[src/rtl/memory_port_arbiter_if.sv]
// memory_port_arbiter_if: requester A/B handshake, response and memory-side bus of the arbiter
interface memory_port_arbiter_if #(parameter int WIDTH = 8);
    logic             a_valid, a_write, a_ready, a_resp_valid;
    logic [WIDTH-1:0] a_address;
    logic [15:0]      a_data, a_resp_data;
    logic             b_valid, b_write, b_ready, b_resp_valid;
    logic [WIDTH-1:0] b_address;
    logic [15:0]      b_data, b_resp_data;
    logic             mem_write_enable;
    logic [WIDTH-1:0] mem_write_address, mem_read_address;
    logic [15:0]      mem_data_in, mem_data_out;
    modport slave (
        input  a_valid, a_write, a_address, a_data, b_valid, b_write, b_address, b_data, mem_data_out,
        output a_ready, a_resp_valid, a_resp_data, b_ready, b_resp_valid, b_resp_data,
        output mem_write_enable, mem_write_address, mem_data_in, mem_read_address
    );
    modport master (
        output a_valid, a_write, a_address, a_data, b_valid, b_write, b_address, b_data, mem_data_out,
        input  a_ready, a_resp_valid, a_resp_data, b_ready, b_resp_valid, b_resp_data,
        input  mem_write_enable, mem_write_address, mem_data_in, mem_read_address
    );
endinterface

[src/rtl/memory_port_arbiter.sv]
// memory_port_arbiter: round-robin sharing of a 1R/1W 16-bit memory between requesters A and B
module memory_port_arbiter #(parameter int WIDTH = 8) (
    input logic                  clock,
    input logic                  reset,
    memory_port_arbiter_if.slave bus
);
    logic        prio_q, prio_d, pend_q, owner_q;
    logic        a_rv_q, b_rv_q;
    logic [15:0] a_rd_q, b_rd_q;
    logic        both, pair_ok, a_gnt, b_gnt, a_wg, b_wg, a_rg, b_rg;

    // grant decision: a read/write pair on distinct addresses goes together, anything else favours prio_q
    always_comb begin
        both    = bus.a_valid & bus.b_valid;
        pair_ok = (bus.a_write ^ bus.b_write) & (bus.a_address != bus.b_address);
        a_gnt   = !reset && bus.a_valid && (!bus.b_valid || pair_ok || !prio_q);
        b_gnt   = !reset && bus.b_valid && (!bus.a_valid || pair_ok || prio_q);
        a_wg    = a_gnt & bus.a_write;
        b_wg    = b_gnt & bus.b_write;
        a_rg    = a_gnt & !bus.a_write;
        b_rg    = b_gnt & !bus.b_write;
        prio_d  = (both && !pair_ok) ? !prio_q : prio_q;
    end

    assign bus.a_ready           = a_gnt;
    assign bus.b_ready           = b_gnt;
    assign bus.mem_write_enable  = a_wg | b_wg;
    assign bus.mem_write_address = a_wg ? bus.a_address : b_wg ? bus.b_address : '0;
    assign bus.mem_data_in       = a_wg ? bus.a_data : b_wg ? bus.b_data : '0;
    assign bus.mem_read_address  = a_rg ? bus.a_address : b_rg ? bus.b_address : '0;
    assign bus.a_resp_valid      = a_rv_q;
    assign bus.a_resp_data       = a_rd_q;
    assign bus.b_resp_valid      = b_rv_q;
    assign bus.b_resp_data       = b_rd_q;

    // owner tag rides alongside the memory's read stage; response is registered one cycle later
    always_ff @(posedge clock or posedge reset) begin
        if (reset) begin
            prio_q  <= 1'b0;
            pend_q  <= 1'b0;
            owner_q <= 1'b0;
            a_rv_q  <= 1'b0;
            b_rv_q  <= 1'b0;
            a_rd_q  <= '0;
            b_rd_q  <= '0;
        end else begin
            prio_q  <= prio_d;
            pend_q  <= a_rg | b_rg;
            owner_q <= b_rg;
            a_rv_q  <= pend_q & !owner_q;
            b_rv_q  <= pend_q & owner_q;
            a_rd_q  <= (pend_q & !owner_q) ? bus.mem_data_out : a_rd_q;
            b_rd_q  <= (pend_q & owner_q) ? bus.mem_data_out : b_rd_q;
        end
    end
endmodule

[src/flat_wrapper.sv]
// flat-port wrapper written by rule: the top's interface ports become plain ports
module memory_port_arbiter_flat 
#(parameter int WIDTH = 8)
  (clock, reset, bus_a_valid, bus_a_write, bus_a_address, bus_a_data, bus_b_valid, bus_b_write, bus_b_address, bus_b_data, bus_mem_data_out, bus_a_ready, bus_a_resp_valid, bus_a_resp_data, bus_b_ready, bus_b_resp_valid, bus_b_resp_data, bus_mem_write_enable, bus_mem_write_address, bus_mem_data_in, bus_mem_read_address);
  memory_port_arbiter_if #(.WIDTH(WIDTH)) bus_i ();
  input logic clock;
  input logic reset;
  input wire logic [$bits(bus_i.a_valid)-1:0] bus_a_valid;
  input wire logic [$bits(bus_i.a_write)-1:0] bus_a_write;
  input wire logic [$bits(bus_i.a_address)-1:0] bus_a_address;
  input wire logic [$bits(bus_i.a_data)-1:0] bus_a_data;
  input wire logic [$bits(bus_i.b_valid)-1:0] bus_b_valid;
  input wire logic [$bits(bus_i.b_write)-1:0] bus_b_write;
  input wire logic [$bits(bus_i.b_address)-1:0] bus_b_address;
  input wire logic [$bits(bus_i.b_data)-1:0] bus_b_data;
  input wire logic [$bits(bus_i.mem_data_out)-1:0] bus_mem_data_out;
  output wire logic [$bits(bus_i.a_ready)-1:0] bus_a_ready;
  output wire logic [$bits(bus_i.a_resp_valid)-1:0] bus_a_resp_valid;
  output wire logic [$bits(bus_i.a_resp_data)-1:0] bus_a_resp_data;
  output wire logic [$bits(bus_i.b_ready)-1:0] bus_b_ready;
  output wire logic [$bits(bus_i.b_resp_valid)-1:0] bus_b_resp_valid;
  output wire logic [$bits(bus_i.b_resp_data)-1:0] bus_b_resp_data;
  output wire logic [$bits(bus_i.mem_write_enable)-1:0] bus_mem_write_enable;
  output wire logic [$bits(bus_i.mem_write_address)-1:0] bus_mem_write_address;
  output wire logic [$bits(bus_i.mem_data_in)-1:0] bus_mem_data_in;
  output wire logic [$bits(bus_i.mem_read_address)-1:0] bus_mem_read_address;
  assign bus_i.a_valid = bus_a_valid;
  assign bus_i.a_write = bus_a_write;
  assign bus_i.a_address = bus_a_address;
  assign bus_i.a_data = bus_a_data;
  assign bus_i.b_valid = bus_b_valid;
  assign bus_i.b_write = bus_b_write;
  assign bus_i.b_address = bus_b_address;
  assign bus_i.b_data = bus_b_data;
  assign bus_i.mem_data_out = bus_mem_data_out;
  assign bus_a_ready = bus_i.a_ready;
  assign bus_a_resp_valid = bus_i.a_resp_valid;
  assign bus_a_resp_data = bus_i.a_resp_data;
  assign bus_b_ready = bus_i.b_ready;
  assign bus_b_resp_valid = bus_i.b_resp_valid;
  assign bus_b_resp_data = bus_i.b_resp_data;
  assign bus_mem_write_enable = bus_i.mem_write_enable;
  assign bus_mem_write_address = bus_i.mem_write_address;
  assign bus_mem_data_in = bus_i.mem_data_in;
  assign bus_mem_read_address = bus_i.mem_read_address;
  memory_port_arbiter #(.WIDTH(WIDTH)) u_core (.clock(clock), .reset(reset), .bus(bus_i));
endmodule
[config.mk]
export PLATFORM = sky130hd
export DESIGN_NAME = memory_port_arbiter_flat
export DESIGN_NICKNAME = d
export VERILOG_FILES = /design/src/rtl/memory_port_arbiter_if.sv /design/src/rtl/memory_port_arbiter.sv /design/src/flat_wrapper.sv
export SDC_FILE = /design/constraint.sdc
export NUM_CORES = 1
export LEC_CHECK = 0
export ABC_AREA = 1
export CAP_MARGIN = 0
export CORE_ASPECT_RATIO = 0.75
export CORE_MARGIN = 2
export CORE_UTILIZATION = 38
export CTS_BUF_LIST = sky130_fd_sc_hd__clkbuf_4
export DETAILED_ROUTE_END_ITERATION = 10
export GPL_TIMING_DRIVEN = 1
export PLACE_DENSITY_LB_ADDON = 0.05
export SLEW_MARGIN = 10
export SYNTH_ARGS = -nofsm -noshare
export SYNTH_HDL_FRONTEND = slang
export SYNTH_SLANG_ARGS = --single-unit
[constraint.sdc]
create_clock -name clock -period 1.58 [get_ports clock]
set_clock_uncertainty 0.05 [all_clocks]
set_input_delay 0.237 -clock clock [delete_from_list [all_inputs] [get_ports clock]]
set_output_delay 0.237 -clock clock [all_outputs]
set_load 0.01 [all_outputs]
# After elaboration in Yosys (flattened, before gate mapping)
# Cells that the tools add are included.
# op_classes
eq_ne	1
mux	6
n_bitwise	11
reduce_logical	17
# ops
operator	count
$mux W16	2
$mux W8	4
$and A1 B1 Y1	8
$logic_not A1 Y1	8
$ne A8 B8 Y1	1
$logic_and A1 B1 Y1	5
$logic_or A1 B1 Y1	4
$or A1 B1 Y1	2
$xor A1 B1 Y1	1
# word_totals
ff_bits	37
inputBits	70
wordCells	42

# Depth between registers and ports, before layout
# depth
word_depth	8
depth_mapped	11
mapped_depth_nobuf	10

# Least setup slack after synthesis
# Ideal clock, no wire load.
# synth_timing
path_type	in2out
start	input bus_a_write
end	output bus_mem_write_enable
arrival_ns	1.191
t_required_ns	1.293
path_slack_ns	0.102
path_stages	6
path_buffers	1
cell_sequence	buf_2 xor2_1 nand2_2 a21boi_1 nand2_1 o21ai_0
# synth_via
elab_chain_len	7
word_cells_on_any_way	11
cone_classes	bitwise: 5; reduce/logical: 6
# synth_rtl
item	line	text
start: declaration	flat_wrapper.sv:9	input wire logic [$bits(bus_i.a_write)-1:0] bus_a_write;
$xor A1 B1 Y1	memory_port_arbiter.sv:15	pair_ok = (bus.a_write ^ bus.b_write) & (bus.a_address != bus.b_address);
$and A1 B1 Y1	memory_port_arbiter.sv:15	
$logic_or A1 B1 Y1 (2 in series)	memory_port_arbiter.sv:16	a_gnt = !reset && bus.a_valid && (!bus.b_valid || pair_ok || !prio_q);
$logic_and A1 B1 Y1	memory_port_arbiter.sv:16	
via bus_a_ready	flat_wrapper.sv:17	output wire logic [$bits(bus_i.a_ready)-1:0] bus_a_ready;
$and A1 B1 Y1	memory_port_arbiter.sv:18	a_wg = a_gnt & bus.a_write;
$or A1 B1 Y1	memory_port_arbiter.sv:27	assign bus.mem_write_enable = a_wg | b_wg;
end: declaration	flat_wrapper.sv:23	output wire logic [$bits(bus_i.mem_write_enable)-1:0] bus_mem_write_enable;
# The timed path passes the listed nets, and every way through them passes these cells.

# Worst setup path in the final report
# layout_timing
start	input bus_b_address[7]
end	output bus_mem_read_address[7]
# layout_via
elab_chain_len	8
word_cells_on_any_way	12
cone_classes	eq/ne: 1; mux: 2; bitwise: 3; reduce/logical: 6
# layout_rtl
item	line	text
start: declaration	flat_wrapper.sv:14	input wire logic [$bits(bus_i.b_address)-1:0] bus_b_address;
$ne A8 B8 Y1	memory_port_arbiter.sv:15	
$and A1 B1 Y1	memory_port_arbiter.sv:15	
$logic_or A1 B1 Y1 (2 in series)	memory_port_arbiter.sv:17	b_gnt = !reset && bus.b_valid && (!bus.a_valid || pair_ok || prio_q);
$logic_and A1 B1 Y1	memory_port_arbiter.sv:17	
$and A1 B1 Y1	memory_port_arbiter.sv:21	b_rg = b_gnt & !bus.b_write;
$mux W8	memory_port_arbiter.sv:30	assign bus.mem_read_address = a_rg ? bus.a_address : b_rg ? bus.b_address : '0;
$mux W8 *	memory_port_arbiter.sv:30	
end: declaration	flat_wrapper.sv:26	output wire logic [$bits(bus_i.mem_read_address)-1:0] bus_mem_read_address;
# Every way passes the cells marked *; elsewhere a longest branch is shown, timed or not.

==> results.sh <==
export IMPL_run_status="finished, violations left"
export IMPL_violations="negative setup slack"
export IMPL_clock_latency_ns=0.33
export IMPL_syn_cell_area_um2=2210
export IMPL_p_per_area_nw_per_um2=838
export IMPL_slew_violations=0
export IMPL_synth_nets=372
export IMPL_drcViolationCount=0
export IMPL_crit_arrival_ns=1.70
export IMPL_hp_class="in -> async"
export IMPL_worst_slew_pin_slew_ns=0.379
export IMPL_cp_max_fo=5
export IMPL_cts_tree="yes"
export IMPL_globalRouteTotalUtil_pct=24.4
export IMPL_p_leak_uw=0.00230
export IMPL_ys_seq_area_share_pct=42.0
export IMPL_place_area_um2=3840
export IMPL_holdWs_ns=0.0458
export IMPL_routed_via_count=2764
export IMPL_drt_vias_per_instance=5.03
export IMPL_ys_ff_latch=37
export IMPL_peakVddDrop_v=0.000760
export IMPL_post_route_cell_area_um2=4130
export IMPL_num_io_pins=139
export IMPL_start_util_pct=38.7
export IMPL_netlist_instances=302
export IMPL_yosysMostFrequentCell="nand2_1"
export IMPL_routabilityCongestion=0.808
export IMPL_multiInputGateArea_um2=1100
export IMPL_period_minus_slack_ns=1.98
export IMPL_nFillCells=486
export IMPL_dp_cells=523
export IMPL_max_cap_viol_count=0
export IMPL_cts_root_buf="clkbuf_4"
export IMPL_setup_viol=35
export IMPL_grt_pass1_vias=2656
export IMPL_rsz0062_at_grt="true"
export IMPL_path_clk_slew_ns=0.11
export IMPL_syn_area_per_cell_um2=7.31
export IMPL_synth_edf_count=0
export IMPL_dr_pass1_iters=4
export IMPL_synth_area_leaders="dfrtp_1 (42%), nand4_1 (18%), nand2_1 (15%)"
export IMPL_cp_start_kind="primary input"
export IMPL_cp_required_ns=1.29
export IMPL_synth_ff_type="dfrtp_1"
export IMPL_yosysWarnings=0
export IMPL_cts_buffer_depth=2
export IMPL_dieArea_um2=6440
export IMPL_cts_htree_levels=2
export IMPL_cts_buffers=5
export IMPL_grt_max_degree=33
export IMPL_die_height_um=70
export IMPL_tns_ns=-10.62
export IMPL_period_share_pct=126
export IMPL_synthTopCellsByCount="nand2_1 (90), nand4_1 (64), dfrtp_1 (37)"
export IMPL_drt_iter0_markers=128
export IMPL_total_power_uw=3460
export IMPL_fmax_mhz=504
export IMPL_port_buffers=138
export IMPL_dp_hpwl_um=5060
export IMPL_layout_drive_gt1_share_pct=27.8
export IMPL_nets=541
export IMPL_ant_nets=0
export IMPL_antenna_found_initial=0
export IMPL_cts_sinks=37
export IMPL_synth_top_area_share_pct=42.0
export IMPL_crit_path_end_kind="output pin"
export IMPL_die_x_um=92
export IMPL_hold_viol_final=0
export IMPL_synth_top_area_cell="dfrtp_1"
export IMPL_crit_type="in -> out"
export IMPL_setup_slack_ns=-0.404
export IMPL_relSlewSlack_pct=74.7
export IMPL_grt_pass1_wl_um=12800
export IMPL_totalWireLength_um=7950
export IMPL_area_delta_synth_final_pct=87.0
export IMPL_grt_overflow=0
export IMPL_routedWlPerCell_um=14.5
export IMPL_synth_async_sr_flop_share_pct=100
export IMPL_rows=24
export IMPL_n_antenna_cell=0
export IMPL_synth_cell_types=18
export IMPL_coreArea_um2=5710
export IMPL_seqCellArea_um2=926
export IMPL_fin_cells=550
-- where the power goes --
group	switching, µW	total (µW)	internal, µW
clock network	305	466	161
registers	130	1330	1200
logic	728	1660	933
-- worst max-delay path, cell delays in order --
cell and delay, ns:
buf_6 0.10, inv_2 0.04, nand2_2 0.04, nand2_1 0.07, nand2_1 0.06, nor2_1 0.11
nand2_1 0.12, nand2_4 0.10, buf_6 0.10, nand3_4 0.16, buf_6 0.19, buf_6 0.11
nand4_1 0.06, nand2_1 0.07, buf_2 0.14
-- through the flow --
step                setup WS (ns)  utilization, %
floorplan                   0.102               -
global placement           -0.920            67.3
detailed placement         -0.950            67.3
CTS                        -0.335            69.6
global route               -0.472            72.3
finish                     -0.404            72.3
-- layer usage --
layer  part of all wire [%]  global-route usage (%)  up-vias
li1                       -                       -     1361
met1                     44                    34.1     1297
met2                     48                    38.6       98
met3                    6.9                    5.39        8
met4                    1.0                    6.14        0
met5                      0                       0        -
-- placed cells by master, fill, tap and decap left out, types with 2 or more instances in the layout --
cell,instances
buf_12,5
buf_16,4
buf_2,34
buf_4,32
buf_6,21
buf_8,2
clkbuf_4,5
clkdlybuf4s50_1,65
clkinv_1,4
dfrtp_1,37
dlygate4sd2_1,3
dlymetal6s2s_1,17
inv_1,25
inv_2,10
nand2_1,85
nand2_2,4
nand2_4,2
nand4_1,64
nor2_1,4
nor2_4,2
o21ai_0,34
xnor2_2,3
-- final timing paths --
kind	startpoint	endpoint	slack, ns	depth (start not counted)
max reg2reg	u_core.prio_q$_DFFE_PP0P_	u_core.pend_q$_DFF_PP0_	0.20	7
max	bus_b_address[7]	bus_mem_read_address[7]	-0.40	15
max in group asynchronous	reset	u_core.bus.a_resp_data[6]$_DFFE_PP0P_	1.00	3
min reg2reg	u_core.owner_q$_DFF_PP0_	u_core.bus.a_resp_valid$_DFF_PP0_	0.39	1
min	reset	u_core.bus.a_resp_data[10]$_DFFE_PP0P_	0.05	2
min in group clock	bus_b_write	u_core.owner_q$_DFF_PP0_	0.37	3
-- area by class of cell --
type                            instances  area share [%]
Inverter                               37            3.36
Clock inverter                          3           0.303
Timing Repair Buffer                  186            44.0
Tap cell                               78            2.36
Multi-Input combinational cell        204            26.6
Sequential cell                        37            22.4
Clock buffer                            5           0.909
-- cell families after synthesis --
logic type      count (synthesis)  share of synthesized area, %
flops                          37                          42.0
simple gates                  164                          36.1
xor+xnor                        4                          1.59
compound gates                 36                          8.28
buf+inv                        61                          12.1
-- what timing repair did --
item / in CTS / in global routing
setup endpoints to repair: 35 / 52
resized for setup: 257 / 39
gates cloned: 5 / 1
pin swaps: 11 / 17
hold endpoints to repair: 0 / 0
hold buffers: 0 / 0
setup buffers: 8 / 5
-- sequential cells by signal, indices dropped and copies added, names as in the netlist --
name	flops
u_core.prio_q	1
u_core.bus.a_resp_valid	1
u_core.pend_q	1
u_core.owner_q	1
u_core.bus.b_resp_data	16
u_core.bus.b_resp_valid	1
u_core.bus.a_resp_data	16
Note: power is estimated with default switching activity, not from simulation.
